File: src/rtl/pipelined_controller.sv
`timescale 1ns/1ps
// Prefetching program sequencer: fetches from a fixed-latency instruction port, retires one
// instruction per cycle, flushes on taken jumps and issues data requests over valid/ready.
module pipelined_controller #(
   parameter int INSTRUCTION_WIDTH = 32,
   parameter int INSTRUCTION_COUNT = 512,
   parameter int PRIVATE_REG_WIDTH = 16,
   parameter int DATA_ADDR_WIDTH   = 12,
   parameter int IMEM_LATENCY      = 2,
   parameter int PREFETCH_DEPTH    = 4,
   localparam int PW = $clog2(INSTRUCTION_COUNT)
) (
   input  logic                         clk_in,
   input  logic                         rst_in,
   input  logic                         start_in,
   output logic                         imem_en_out,
   output logic [PW-1:0]                imem_addr_out,
   input  logic [INSTRUCTION_WIDTH-1:0] imem_data_in,
   output logic                         mem_valid_out,
   input  logic                         mem_ready_in,
   output logic [1:0]                   mem_op_out,
   output logic [DATA_ADDR_WIDTH-1:0]   mem_addr_out,
   output logic [3:0]                   mem_word_out,
   output logic [15:0]                  mem_data_out,
   output logic                         busy_out,
   output logic                         done_out,
   output logic                         error_out,
   output logic [PW-1:0]                pc_out
);

   localparam int FW = PW + 1;
   localparam int BW = (PREFETCH_DEPTH > 1) ? $clog2(PREFETCH_DEPTH) : 1;
   localparam int CW = $clog2(PREFETCH_DEPTH + 1);
   localparam logic [FW-1:0] FETCH_END = FW'(INSTRUCTION_COUNT);

   // Opcode map; codes 10..15 are illegal and abort the program.
   typedef enum logic [3:0] {
      OP_NOP    = 4'd0,
      OP_END    = 4'd1,
      OP_XOR    = 4'd2,
      OP_ADDI   = 4'd3,
      OP_BGE    = 4'd4,
      OP_JUMP   = 4'd5,
      OP_SMA    = 4'd6,
      OP_LOADI  = 4'd7,
      OP_LOADB  = 4'd8,
      OP_WRITEB = 4'd9
   } opcode_t;

   typedef enum logic [1:0] {S_IDLE, S_RUN, S_MEM_WAIT} state_t;

   state_t state_q, state_d;

   logic [INSTRUCTION_WIDTH-1:0] fifo_mem [PREFETCH_DEPTH];
   logic [BW-1:0]                rd_ptr, wr_ptr;
   logic [CW-1:0]                occ;
   logic [IMEM_LATENCY-1:0]      req_vld_p, req_vld_next;
   logic [FW-1:0]                fetch_ptr;
   logic [PW-1:0]                head_pc;
   logic [PRIVATE_REG_WIDTH-1:0] regs [16];
   logic                         compare_reg;
   logic [DATA_ADDR_WIDTH-1:0]   addr_reg;

   logic [INSTRUCTION_WIDTH-1:0] head;
   logic [3:0]                   head_op, ra, rb;
   logic [15:0]                  imm;
   int                           inflight;
   logic                         exhausted, fetch_en, ret_vld, push, mem_fire;
   logic                         start_ok, pop, flush, jump_taken, err_set, done_set;
   logic                         mem_issue, reg_we, cmp_we, cmp_wd, sma_we;
   logic [3:0]                   reg_wa;
   logic [PRIVATE_REG_WIDTH-1:0] reg_wd;
   logic [1:0]                   mem_op_d;
   logic [DATA_ADDR_WIDTH-1:0]   mem_addr_d;
   logic [3:0]                   mem_word_d;
   logic [15:0]                  mem_data_d;
   logic                         unused_bits;

   function automatic logic [BW-1:0] ptr_inc(input logic [BW-1:0] p);
      return (p == BW'(PREFETCH_DEPTH - 1)) ? '0 : p + BW'(1);
   endfunction

   function automatic logic [PRIVATE_REG_WIDTH-1:0] add_mod(
      input logic [PRIVATE_REG_WIDTH-1:0] a,
      input logic [15:0]                  b
   );
      return a + PRIVATE_REG_WIDTH'(b);
   endfunction

   assign head        = fifo_mem[rd_ptr];
   assign head_op     = head[31:28];
   assign ra          = head[27:24];
   assign imm         = head[23:8];
   assign rb          = head[7:4];
   assign unused_bits = ^head[3:0];

   always_comb begin
      inflight = 0;
      for (int k = 0; k < IMEM_LATENCY; k++) inflight += int'(req_vld_p[k]);
   end

   assign exhausted   = (fetch_ptr >= FETCH_END);
   assign fetch_en    = (state_q != S_IDLE) && !flush && !exhausted &&
                        (int'(occ) + inflight < PREFETCH_DEPTH);
   assign ret_vld     = req_vld_p[IMEM_LATENCY-1];
   assign push        = ret_vld && !flush;
   assign mem_fire    = mem_valid_out && mem_ready_in;
   assign imem_en_out = fetch_en;
   assign imem_addr_out = fetch_ptr[PW-1:0];
   assign busy_out    = (state_q != S_IDLE);

   always_comb begin
      req_vld_next    = req_vld_p << 1;
      req_vld_next[0] = fetch_en;
   end

   always_ff @(posedge clk_in or posedge rst_in) begin
      if (rst_in) state_q <= S_IDLE;
      else        state_q <= state_d;
   end

   always_comb begin
      state_d    = state_q;
      start_ok   = 1'b0;
      pop        = 1'b0;
      flush      = 1'b0;
      jump_taken = 1'b0;
      err_set    = 1'b0;
      done_set   = 1'b0;
      mem_issue  = 1'b0;
      reg_we     = 1'b0;
      reg_wa     = '0;
      reg_wd     = '0;
      cmp_we     = 1'b0;
      cmp_wd     = 1'b0;
      sma_we     = 1'b0;
      mem_op_d   = 2'd0;
      mem_addr_d = '0;
      mem_word_d = '0;
      mem_data_d = '0;
      case (state_q)
         S_IDLE: begin
            // A start coinciding with the done pulse belongs to the finished run.
            if (start_in && !done_out) begin
               start_ok = 1'b1;
               state_d  = S_RUN;
            end
         end
         S_RUN: begin
            if (occ != '0) begin
               pop = 1'b1;
               case (head_op)
                  OP_NOP: begin end
                  OP_END: begin
                     flush    = 1'b1;
                     done_set = 1'b1;
                     state_d  = S_IDLE;
                  end
                  OP_XOR: begin
                     reg_we = 1'b1;
                     reg_wa = ra;
                     reg_wd = regs[ra] ^ regs[rb];
                  end
                  OP_ADDI: begin
                     reg_we = 1'b1;
                     reg_wa = ra;
                     reg_wd = add_mod(regs[rb], imm);
                  end
                  OP_BGE: begin
                     cmp_we = 1'b1;
                     cmp_wd = (regs[ra] >= regs[rb]);
                  end
                  OP_JUMP: begin
                     if (compare_reg) begin
                        flush      = 1'b1;
                        jump_taken = 1'b1;
                     end
                  end
                  OP_SMA: sma_we = 1'b1;
                  OP_LOADI: begin
                     mem_issue  = 1'b1;
                     mem_op_d   = 2'd0;
                     mem_addr_d = addr_reg;
                     mem_word_d = ra;
                     mem_data_d = imm;
                     state_d    = S_MEM_WAIT;
                  end
                  OP_LOADB: begin
                     mem_issue  = 1'b1;
                     mem_op_d   = 2'd1;
                     mem_addr_d = DATA_ADDR_WIDTH'(imm);
                     state_d    = S_MEM_WAIT;
                  end
                  OP_WRITEB: begin
                     mem_issue  = 1'b1;
                     mem_op_d   = 2'd2;
                     mem_addr_d = DATA_ADDR_WIDTH'(imm);
                     state_d    = S_MEM_WAIT;
                  end
                  default: begin
                     err_set = 1'b1;
                     flush   = 1'b1;
                     state_d = S_IDLE;
                  end
               endcase
            end else if (inflight == 0 && exhausted) begin
               err_set = 1'b1;
               state_d = S_IDLE;
            end
         end
         S_MEM_WAIT: begin
            if (mem_fire) state_d = S_RUN;
         end
         default: state_d = S_IDLE;
      endcase
   end

   // Fetch stage: in-flight tracking, prefetch buffer pointers, fetch/retire PCs.
   always_ff @(posedge clk_in or posedge rst_in) begin
      if (rst_in) begin
         req_vld_p <= '0;
         rd_ptr    <= '0;
         wr_ptr    <= '0;
         occ       <= '0;
         fetch_ptr <= '0;
         head_pc   <= '0;
         pc_out    <= '0;
      end else begin
         if (flush || start_ok) begin
            req_vld_p <= '0;
            rd_ptr    <= '0;
            wr_ptr    <= '0;
            occ       <= '0;
         end else begin
            req_vld_p <= req_vld_next;
            if (push) wr_ptr <= ptr_inc(wr_ptr);
            if (pop)  rd_ptr <= ptr_inc(rd_ptr);
            case ({push, pop})
               2'b10:   occ <= occ + CW'(1);
               2'b01:   occ <= occ - CW'(1);
               default: occ <= occ;
            endcase
         end
         if (start_ok) begin
            fetch_ptr <= '0;
            head_pc   <= '0;
         end else if (jump_taken) begin
            fetch_ptr <= {1'b0, imm[PW-1:0]};
            head_pc   <= imm[PW-1:0];
         end else begin
            if (fetch_en) fetch_ptr <= fetch_ptr + FW'(1);
            if (pop)      head_pc   <= head_pc + PW'(1);
         end
         if (pop) pc_out <= head_pc;
      end
   end

   always_ff @(posedge clk_in) begin
      if (push) fifo_mem[wr_ptr] <= imem_data_in;
   end

   // Execute stage: architectural registers and status flags.
   always_ff @(posedge clk_in or posedge rst_in) begin
      if (rst_in) begin
         for (int i = 0; i < 16; i++) regs[i] <= '0;
         compare_reg <= 1'b0;
         addr_reg    <= '0;
         done_out    <= 1'b0;
         error_out   <= 1'b0;
      end else begin
         if (reg_we) regs[reg_wa] <= reg_wd;
         if (cmp_we) compare_reg <= cmp_wd;
         if (sma_we) addr_reg <= DATA_ADDR_WIDTH'(imm);
         done_out <= done_set;
         if (start_ok)     error_out <= 1'b0;
         else if (err_set) error_out <= 1'b1;
      end
   end

   // Memory request stage: fields are captured once and held until accepted.
   always_ff @(posedge clk_in or posedge rst_in) begin
      if (rst_in) begin
         mem_valid_out <= 1'b0;
         mem_op_out    <= '0;
         mem_addr_out  <= '0;
         mem_word_out  <= '0;
         mem_data_out  <= '0;
      end else if (mem_issue) begin
         mem_valid_out <= 1'b1;
         mem_op_out    <= mem_op_d;
         mem_addr_out  <= mem_addr_d;
         mem_word_out  <= mem_word_d;
         mem_data_out  <= mem_data_d;
      end else if (mem_fire) begin
         mem_valid_out <= 1'b0;
      end
   end

endmodule

File: config.mk
export PLATFORM = sky130hd
export DESIGN_NAME = pipelined_controller
export DESIGN_NICKNAME = d
export VERILOG_FILES = /design/src/rtl/pipelined_controller.sv
export SDC_FILE = /design/constraint.sdc
export NUM_CORES = 1
export LEC_CHECK = 0
export BUFFER_PORTS_ARGS = -buffer_cell sky130_fd_sc_hd__buf_2
export CAP_MARGIN = 20
export CORE_MARGIN = 5
export CORE_UTILIZATION = 50
export CTS_BUF_LIST = sky130_fd_sc_hd__clkbuf_16
export DETAILED_ROUTE_END_ITERATION = 16
export PLACE_DENSITY = 0.67
export SLEW_MARGIN = 25
export SYNTH_ARGS = -nofsm -noshare
export SYNTH_HDL_FRONTEND = slang
export SYNTH_SLANG_ARGS = --single-unit
File: constraint.sdc
create_clock -name clk_in -period 13.9 [get_ports clk_in]
set_clock_uncertainty 0.05 [all_clocks]
set_input_delay 1.39 -clock clk_in [delete_from_list [all_inputs] [get_ports clk_in]]
set_output_delay 1.39 -clock clk_in [all_outputs]
set_load 0.05 [all_outputs]
== Word level (Yosys, flattened, before mapping) ==
Memories as Yosys holds them, arrays and structs flattened.
Cells that the tools add are included.

* Add/subtract/negate cells: 9
* Order comparisons: 7
* Equal/unequal tests: 19
* Mux-type cells: 87
* Bitwise operators: 4
* Reduce and logical (&&, ||, !) cells: 31

{| class="wikitable"
|+ Operator list
! operator !! count
|-
| 256-bit bitwise mux || 1
|-
| 16-bit 2-to-1 mux || 10
|-
| 16-bit binary-select mux with 4-bit select || 2
|-
| 16-bit demux with 4-bit select || 1
|-
| 1-bit 2-to-1 mux || 38
|-
| 32-bit logical NOT || 1
|-
| 16-bit case mux with 2 select lines || 1
|-
| 10-bit 2-to-1 mux || 3
|-
| 9-bit 2-to-1 mux || 3
|-
| 2-bit 2-to-1 mux || 13
|-
| 12-bit 2-to-1 mux || 2
|-
| 4-bit 2-to-1 mux || 6
|-
| 12-bit case mux with 2 select lines || 1
|-
| 16-bit adder || 1
|-
| 4-bit by 3-bit equality test with 1-bit output (second input constant) || 4
|-
| 16-bit greater-or-equal comparator || 1
|-
| 16-bit bitwise XOR || 1
|-
| 5-bit greater-or-equal comparator (second input constant) || 3
|-
| 4-bit NOT with 5-bit output || 3
|-
| 3-bit nonzero test || 4
|-
| 10-bit by 1-bit adder with 10-bit output (second input constant) || 1
|-
| 10-bit greater-or-equal comparator (second input constant) || 1
|-
| 2-bit nonzero test || 5
|-
| 10-bit OR reduction || 1
|-
| other kinds (30) || 50
|}

* Register bits: 345
* RAM bits: 128
* Input port bits: 36
* Output and inout bits: 57
* Logic and storage cells: 191
* Memories kept: 1

{| class="wikitable"
|+ Memory list
! memory !! words !! bits a word !! read ports !! clocked after memory_dff !! wr ports !! RTL line !! source
|-
| fifo_mem || 4 || 32 || 1 || 0 || 1 || 54 || <nowiki>logic [INSTRUCTION_WIDTH-1:0] fifo_mem [PREFETCH_DEPTH];</nowiki>
|}

== Logic depth before layout (Yosys ltp) ==
Gate-level depths: netlist of run 1.
An unclocked memory read counts as a cell.

* Depth in word-level cells: 13
* Mapped depth: 20

== Worst setup path after synthesis of run 1 ==
No wires, ideal clock.

* Kind: register to register
* Start point: reg rd_ptr[0]
* End point: reg regs[59] (netlist bit)
* Library setup time: 0.147 ns
* Arrival time: 4.735 ns
* Setup slack: 8.968 ns
* Cell stages (with the launch flop): 20
* Cell sequence: dfrtp_1 > buf_6 > buf_6 > mux4_2 > buf_4 > buf_1 > buf_2 > mux4_2 > mux2i_1 > nor2_1 > or2_2 > ha_1 > a2111oi_0 > o21ai_0 > a41oi_1 > o21ai_0 > xnor2_1 > a21oi_1 > clkbuf_1 > a21oi_1

* Longest elaborated chain between the ends: 12
* Elaborated cells between the ends (all ways): 30

{| class="wikitable"
|+ RTL lines
! what !! RTL line !! source
|-
| start, declared || 55 || <nowiki>logic [BW-1:0] rd_ptr, wr_ptr;</nowiki>
|-
| start signal, assigned || 237 || <nowiki>if (pop) rd_ptr <= ptr_inc(rd_ptr);</nowiki>
|-
| memory 4 x 32 bit * || - ||
|-
| branches (longest 11 deep; another with 16-bit adder) || - ||
|-
| end signal, assigned by index || 271 || <nowiki>if (reg_we) regs[reg_wa] <= reg_wd;</nowiki>
|-
| end, declared || 60 || <nowiki>logic [PRIVATE_REG_WIDTH-1:0] regs [16];</nowiki>
|}

Mark *: on every way between the ends. The select of a mux whose other input is x is not followed.
A chain may end at the register's enable or synchronous reset.

== Final worst setup path of run 1 ==
* Start point: reg rd_ptr[1]
* End point: reg regs[143] (netlist bit)

Same word-level chain as after synthesis.

==> results of run 1 <==
## worst reg2reg max path, stage by stage (launching register included)
cell,delay [ps]
dfrtp_1,690
mux4_4,740
buf_4,560
buf_4,500
mux4_2,580
mux2i_1,200
nor2_1,60
or2_2,360
ha_1,390
a21o_1,250
a41oi_1,440
o31ai_1,180
a21oi_1,300
xor2_2,710
o21ai_0,210
## logic make-up (layout without fill, tap and decap cells)
family                   count (synthesis)  count (layout)  share of synthesized area [%]
AND/OR/NAND/NOR                        567             567                           10.8
flip-flops                             457             457                           52.3
AO/OA/AOI/OAI                          401             401                           9.89
multiplexers                           249             249                           20.1
buffers and inverters                  171             246                           3.24
adder cells (fa/ha/maj)                 47              47                           2.63
XOR/XNOR                                23              23                          0.944
## cells in the final DEF, fill, tap and decap left out, drive strengths merged, types with 15 or more instances in the layout
cell	Yosys	final
nand2	348	348
edfxtp	112	112
nor2	101	101
ha	45	45
nand2b	16	16
clkbuf	88	52
mux2	15	15
o21ai	244	244
a21oi	71	71
buf	52	123
or2	16	16
nor3	16	16
dfrtp	345	345
mux2i	66	66
clkinv	0	21
nand3	16	16
a22o	21	21
inv	31	40
mux4	168	168
## layer usage
metal / up-vias / GRT usage (%) / wire length [um] / share of wire [%]
met4: 0 / 8.72 / 1870 / 3.2
met2: 488 / 39.1 / 28900 / 50
met1: 7960 / 31.4 / 24100 / 41
met5: - / 0 / 0 / 0
li1: 7062 / - / - / -
met3: 100 / 3.73 / 3320 / 5.7
## power groups by stage
stage / Clock [W] / Combinational (W) / Sequential, W
final: 0.00127 / 0.00203 / 0.00176
after global routing: 0.00135 / 0.00218 / 0.00178
after CTS: 0.00130 / 0.00203 / 0.00175
after detailed placement: 0 / 0.00202 / 0.00178
after global placement: 0 / 0.00198 / 0.00176
after floorplan: 0 / 0.00139 / 0.00187
## metrics by stage
step,power [W],cell area (sq um),util [%],worst slack (ps),instances
after floorplan,0.00325,22900,-,2890,1915
after global placement,0.00374,23800,52.4,7290,2494
after detailed placement,0.00380,23800,52.4,7480,2495
after CTS,0.00508,25300,55.9,7400,2584
after global routing,0.00531,25400,56.0,7090,2590
final,0.00506,25400,56.0,7520,2590
## final cells by class
| type | instances | area (sq um) | area share [%] |
|---|---|---|---|
| flip-flops and latches | 457 | 12000 | 47.2 |
| well taps | 600 | 751 | 2.95 |
| multi-input cells | 1287 | 10300 | 40.4 |
| clock buffers | 49 | 1230 | 4.83 |
| clock inverters | 40 | 322 | 1.27 |
| repair buffers | 126 | 728 | 2.87 |
| inverters | 31 | 124 | 0.488 |
## final timing paths
check                           startpoint        end  slack, ps  cells after the start
worst min register to register   pc_out[2]  pc_out[2]        420                      2
min in group asynchronous           rst_in  regs[113]        940                      2
worst max-delay path             rd_ptr[1]  regs[143]       7520                     14
worst min-delay path             pc_out[2]  pc_out[2]        420                      2
worst max register to register   rd_ptr[1]  regs[143]       7520                     14
max in group asynchronous           rst_in  rd_ptr[0]      11340                      3
==> impl_metrics.toml, run 1 <==
[worst_setup_path]
critPathBufInv = 2
crit_slowest_cell = "mux4_4"
endpoint_kind = "flip-flop"
crit_type = "reg2reg"
crit_required_ps = 14280
worst_setup_path_start_kind = "flip-flop"
critPathMaxFanout = 25
critical-path-top-delay-family = "multiplexers"
cp_cell_sequence = "mux4_4 -> buf_4 -> buf_4 -> mux4_2 -> mux2i_1 -> nor2_1 -> or2_2 -> ha_1 -> a21o_1 -> a41oi_1 -> o31ai_1 -> a21oi_1 -> xor2_2 -> o21ai_0"
arrival_ps = 6750
cpMostUsedCell = "buf_4"
slowest_delay_ps = 730

[clock_tree]
clock_latency_ps = 590
cts_setup_buffers = 0
cts_tree = "done"
cts_buffers = 48
cts_sinks = 457
post_cts_resize_count = 0
path_clk_slew_ps = 60
clockBufferDepth = 3
h-tree-depth = 2
cts_root_buf = "clkbuf_16"
holdBufCountCts = 0

[layout]
n_fill_cell = 3750
drive_above_1_share_pct = 21.6
largest_reg_flops = 256
areaGrowthSynthToFinish_pct = 10.8
num_antenna_cells = 0
fin_nets = 2034
largest_register = "regs"
top_regs = "regs: 256 flops, fifo_mem: 112 flops, mem_data_out: 16 flops"

[placed_design]
place_congestion = 0.842
dp_hpwl_mm = 36.8
port_buffers = 88

[global_routing]
grt_pass1_wl_mm = 92.2
grt_max_degree = 121
overflow = 0
track_usage_pct = 23.5
grt_pass1_vias = 15890
antenna_found_initial = 0

[detailed_routing]
via_count = 15610
first_pass_iters = 5
wl_mm = 58.2
post-route-drc-count = 0
ant_nets = 0
wl_per_cell_um = 22.5
via_per_inst = 6.03
first_iter_violations = 1583

[yosys]
ys_ff_latch = 457
syn_area_sq_um = 22900
yosys_warnings = 0
synth.area.top_cells = "dfrtp_1 38%, mux4_2 17%, edfxtp_1 15%"
synthDistinctLibCells = 66
syn_nets = 1998
synth_ff_type = "dfrtp_1"
synth_top_cell_by_area = "dfrtp_1"
yosysMostFrequentCell = "nand2_1"
ys_seq_area_share_pct = 52.3
synth-async-reset-ratio_pct = 75.5
syn_area_per_cell_sq_um = 12.0
netlist_instances = 1915
synth-edff-count = 112
yosysTopAreaCellShare_pct = 37.7
synth_common_cells = "348 x nand2_1, 345 x dfrtp_1, 229 x o21ai_0, 168 x mux4_2, 112 x edfxtp_1"

[sta]
rsz0062_at_grt = "false"
post-route-period-util_pct = 45.9
fmax_mhz = 157
finalCriticalPeriod_ps = 6380
hold_viol = 0
slew_viol_final = 0
relSlewSlack_pct = 27.9
finalSetupTns_ps = 0
finalSetupViolations = 0
tightest_slew_ps = 1080
hold_slack_ps = 420

[floorplanning]
die_x_um = 224
rows = 78
dieArea_sq_um = 50200
core_area_sq_um = 45400
die_h_um = 224
initial_core_util_pct = 50.5
ios = 93

[pwr]
power_density_nw_per_um2 = 199
p_leak_nw = 10.7
p_seq_share_pct = 34.7
netSwitchingFraction_pct = 39.5
ir_worst_vdd_mv = 0.151
clockPowerShare_pct = 25.2
comb_power_share_pct = 40.1
internal-power_w = 0.00306
p_sw_w = 0.00200

[outcome]
status = "finished, final reports clean"

[job]
maxCapViolations = 0

[worst_hold_path]
hold_class = "reg2reg"
(Power assumes the default switching activity.)
==> run 2, diff against run 1 <==
Settings changed: PLACE_DENSITY 0.67 to 0.69.
Clock period 13.9 ns to 5.6 ns, I/O delays scaled along.
==> run 2 against run 1 <==
  * Critical path depth unchanged
  * Sequential power increased by 150%
  * Setup slack got worse by 7100 ps
  * Combinational power increased to 2.5 times the previous value
  * Routed wire length increased by 1.5%
  * Cell count rose by 0.62%
  * Largest power group unchanged
  * Hold slack got worse by 300 ps
==> impl_metrics.toml, run 2 (same netlist as run 1, synthesis figures left out) <==
[layout]
fin_nets = 2051
num_antenna_cells = 0
final_cells = 2606
areaGrowthSynthToFinish_pct = 11.8
top_regs = "regs: 256 flops, fifo_mem: 112 flops, mem_data_out: 16 flops"
largest_reg_flops = 256
multi_input_area_sq_um = 10200
drive_above_1_share_pct = 22.4
final_cell_mix = "344 x dfrtp_1, 337 x nand2_1, 229 x o21ai_0"
final_area_sq_um = 25600
largest_register = "regs"
final_common_cell = "dfrtp_1"
seq_area_sq_um = 12000
n_fill_cell = 3712

[worst_setup_path]
worst_setup_path_start_kind = "flip-flop"
endpoint_kind = "flip-flop"
crit_required_ps = 5990
arrival_ps = 5550
cp.depth = 14
critical-path-top-delay-family = "compound AO/OA/AOI/OAI gates"
critPathBufInv = 0
r2r_cells = 14
slowest_delay_ps = 970
crit_slowest_cell = "mux4_4"
cp_cell_sequence = "mux4_4 -> mux4_2 -> mux2i_1 -> nor2_1 -> or2_2 -> ha_1 -> a21o_1 -> a21oi_1 -> o21ai_0 -> a41oi_1 -> xnor2_1 -> a21oi_2 -> nand2b_1 -> o21ai_0"
critPathMaxFanout = 26
crit_type = "reg2reg"
cpMostUsedCell = "o21ai_0"

[global_routing]
antenna_found_initial = 0
grt_pass1_wl_mm = 92.7
overflow = 0
grt_max_degree = 162
track_usage_pct = 23.7
grt_pass1_vias = 15914

[floorplanning]
core_area_sq_um = 45400
rows = 78
die_h_um = 224
die_x_um = 224
ios = 93
initial_core_util_pct = 50.5
dieArea_sq_um = 50200

[sta]
relSlewSlack_pct = 33.5
finalSetupTns_ps = 0
rsz0062_at_grt = "false"
post-route-period-util_pct = 92.2
fin_ws_ps = 436
slew_viol_final = 0
finalCriticalPeriod_ps = 5160
hold_viol = 0
fmax_mhz = 194
tightest_slew_ps = 994
finalSetupViolations = 0

[detailed_routing]
ant_nets = 0
first_pass_iters = 5
post-route-drc-count = 0
via_per_inst = 6.08
via_count = 15837
wl_per_cell_um = 22.7
wl_mm = 59.1
first_iter_violations = 1433

[pwr]
p_leak_nw = 10.8
ir_worst_vdd_mv = 0.398
power_density_nw_per_um2 = 496

[worst_hold_path]
hold_class = "in2reg"
hold_depth = 2

[clock_tree]
cts_root_buf = "clkbuf_16"
clockBufferDepth = 3
cts_tree = "done"
path_clk_slew_ps = 70
cts_sinks = 457
clock_latency_ps = 590
cts_buffers = 47
cts_setup_buffers = 0
h-tree-depth = 2

[job]
maxCapViolations = 0

[placed_design]
dp.cells = 2514
place_congestion = 0.827
port_buffers = 88
pre_cts_ws_ps = 222
placed_area_sq_um = 24000
dp_hpwl_mm = 38.1

[outcome]
status = "finished, final reports clean"
==> run 2: changes by cell type in the layout (fill, tap and decap cells not counted), sizes merged <==
cell         change
dlygate4sd3      +1
buf             +16
clkbuf           +1
bufinv           +2
clkinvlp         -1
clkinv           -3
==> run 2: where the power goes <==
group / internal, W / total (W) / switching [W]
registers: 0.00398 / 0.00434 / 0.000361
clock network: 0.00191 / 0.00324 / 0.00133
logic: 0.00189 / 0.00515 / 0.00326
==> run 2: timing repair <==
| action | in CTS | in global routing |
|---|---|---|
| endpoints found under the setup margin | 0 | 10 |
| hold endpoints to repair | 12 | 0 |
| hold buffers | 1 | 0 |
| resized for setup | 0 | 1 |
==> run 2: layout make-up <==
class,instances,share of cell area [%]
multi-input cells,1287,40.0
inverters,31,0.469
well taps,600,2.93
repair buffers,144,3.61
clock inverters,38,1.45
flip-flops and latches,457,46.8
clock buffers,49,4.78
==> run 2: routing by layer <==
metal / vias to the layer above / GRT usage [%] / wire, um
met1: 7992 / 31.4 / 23400
li1: 7112 / - / -
met3: 148 / 4.64 / 4320
met5: - / 0 / 0
met4: 0 / 9.25 / 2440
met2: 585 / 39.0 / 28900
==> run 2: final timing paths <==
check	start	slack (ps)	end
setup reg to reg	rd_ptr[0]	440	regs[169]
max in group asynchronous	rst_in	3800	regs[127]
min in group asynchronous	rst_in	480	mem_addr_out[1]
setup / recovery	rd_ptr[0]	440	regs[169]
hold / removal	mem_ready_in	120	mem_valid_out
hold reg to reg	pc_out[1]	420	pc_out[1]
==> run 2: metrics by stage <==
stage	hold slack [ps]	utilization [%]	power, W
after floorplan	406	-	0.00808
after global placement	408	52.8	0.00940
after detailed placement	416	52.8	0.00951
after CTS	94.5	56.4	0.0128
after global routing	111	56.5	0.0134
final	124	56.5	0.0127
==> run 3, diff against run 2 <==
Settings changed: CTS_CLUSTER_DIAMETER set to 40, RECOVER_POWER set to 25.
==> run 3 against run 2 <==
  * The run now ends with capacitance limit, slew limit left
  * Register-to-register slack worse by 30 ps
  * Routed wire length grew 1.8%
  * First-iteration DRC count grew 20%
  * Sequential power hardly changed
  * Non-clock buffer count stayed put
  * Hold slack better by 5.3 ps
  * Via count is 1.5% higher
==> impl_metrics.toml, run 3 (same netlist as run 1, synthesis figures left out) <==
[outcome]
status = "finished with violations"
failed_checks = "capacitance limit, slew limit"

[sta]
fmax_mhz = 192
tightest_slew_ps = 3660
rsz0062_at_grt = "false"
post-route-period-util_pct = 92.8
hold_viol = 0
finalSetupTns_ps = 0
finalCriticalPeriod_ps = 5200
slew_viol_final = 272
hold_slack_ps = 129
finalSetupViolations = 0
relSlewSlack_pct = -144

[global_routing]
overflow = 0
grt_max_degree = 162
grt_pass1_vias = 16210
grt_pass1_wl_mm = 94.5
antenna_found_initial = 0
track_usage_pct = 24.1

[worst_setup_path]
crit_type = "reg2reg"
r2r_slack_ps = 400
cp_cell_sequence = "mux4_4 -> buf_12 -> mux4_2 -> mux2i_1 -> a21oi_1 -> ha_1 -> a21o_1 -> a21oi_1 -> o21ai_0 -> a41oi_1 -> o31ai_1 -> a21oi_1 -> xor2_2 -> buf_4 -> o21ai_0"
crit_slowest_cell = "mux4_4"
worst_setup_path_start_kind = "flip-flop"
critical-path-top-delay-family = "compound AO/OA/AOI/OAI gates"
endpoint_kind = "flip-flop"
crit_start = "rd_ptr[0]"
arrival_ps = 5610
cp.depth = 15
cpMostUsedCell = "a21oi_1"
critPathMaxFanout = 26
reg2reg_to = "regs[127]"
endpoint = "regs[127]"
slowest_delay_ps = 970
critPathBufInv = 2
crit_required_ps = 6020
r2r_cells = 15
worstReg2RegStart = "rd_ptr[0]"

[detailed_routing]
wl_per_cell_um = 22.8
via_count = 16078
ant_nets = 0
first_iter_violations = 1722
post-route-drc-count = 0
first_pass_iters = 6
wl_mm = 60.2
via_per_inst = 6.09

[layout]
fin_nets = 2070
largest_reg_flops = 256
num_antenna_cells = 0
final_area_sq_um = 26100
top_regs = "regs: 256 flops, fifo_mem: 112 flops, mem_data_out: 16 flops"
drive_above_1_share_pct = 21.2
largest_register = "regs"
areaGrowthSynthToFinish_pct = 13.8
final_common_cell = "dfrtp_1"
final_cell_mix = "344 x dfrtp_1, 337 x nand2_1, 229 x o21ai_0"

[placed_design]
place_congestion = 0.827
placed_area_sq_um = 24000
port_buffers = 88
dp_hpwl_mm = 38.1

[pwr]
ir_worst_vdd_mv = 0.419
internal-power_w = 0.00816
p_leak_nw = 10.9
netSwitchingFraction_pct = 39.3
comb_power_share_pct = 38.3
p_seq_share_pct = 32.3
clockPowerShare_pct = 29.5
power_density_nw_per_um2 = 516
p_sw_w = 0.00530

[clock_tree]
cts_sinks = 457
h-tree-depth = 3
cts_root_buf = "clkbuf_16"
clockBufferDepth = 3
path_clk_slew_ps = 60
cts_tree = "done"
cts_setup_buffers = 0
cts_buffers = 66
clock_latency_ps = 600

[worst_hold_path]
hold_depth = 2
hold_class = "in2reg"

[job]
maxCapViolations = 3

[floorplanning]
core_area_sq_um = 45400
die_x_um = 224
ios = 93
dieArea_sq_um = 50200
rows = 78
die_h_um = 224
initial_core_util_pct = 50.5
## run 3: changes by cell type in the layout (fill, tap and decap cells not counted), sizes merged
| cell | previous run | this run |
|---|---|---|
| clkinvlp | 4 | 9 |
| clkinv | 18 | 29 |
| bufinv | 7 | 2 |
| buf | 139 | 86 |
| clkbuf | 53 | 123 |
| inv | 40 | 47 |
## run 3: metrics by stage
stage               std cells  worst slack (ps)  power [W]  util (%)
floorplan                1915               374    0.00808         -
global placement         2514               257    0.00940      52.8
detailed placement       2514               222    0.00951      52.8
CTS                      2637               158     0.0135      57.6
global route             2641              87.2     0.0141      57.5
finish                   2641               404     0.0135      57.5
## run 3: worst min-delay path by stage
stage / from / to / slack, ps
global placement: pc_out[4] / pc_out[4] / 410
detailed placement: pc_out[1] / pc_out[1] / 420
finish: mem_ready_in / mem_valid_out / 130
global route: mem_ready_in / mem_valid_out / 120
CTS: imem_data_in[21] / fifo_mem[1][21] / 90
floorplan: head_pc[8] / pc_out[8] / 410
## run 3: final cells by class
type,count,area (sq um)
Tap cell,600,751
Inverter,31,118
Sequential cell,457,12000
Timing Repair Buffer,144,841
Clock buffer,66,1650
Multi-Input combinational cell,1287,10200
Fill cell,3682,19300
Clock inverter,56,493
## run 3: repair_timing
item,CTS,global route
resized for setup,0,1
endpoints found under the setup margin,0,14
hold buffers,1,0
endpoints found under the hold margin,12,0
## run 3: power by group through the flow
| stage | clock, W | sequential [W] | combinational [W] |
|---|---|---|---|
| 3_5_place_dp | 0 | 0.00439 | 0.00513 |
| 2_1_floorplan | 0 | 0.00464 | 0.00344 |
| 3_3_place_gp | 0 | 0.00435 | 0.00506 |
| 5_1_grt | 0.00419 | 0.00441 | 0.00551 |
| 6_report | 0.00397 | 0.00435 | 0.00515 |
| 4_1_cts | 0.00402 | 0.00433 | 0.00516 |
## run 3: routing by layer
metal,track usage (%),wire length [um],up-vias
met5,0,0,-
met4,9.68,1980,0
met3,4.25,3880,122
met2,39.8,29800,580
met1,32.2,24500,8213
li1,-,-,7163
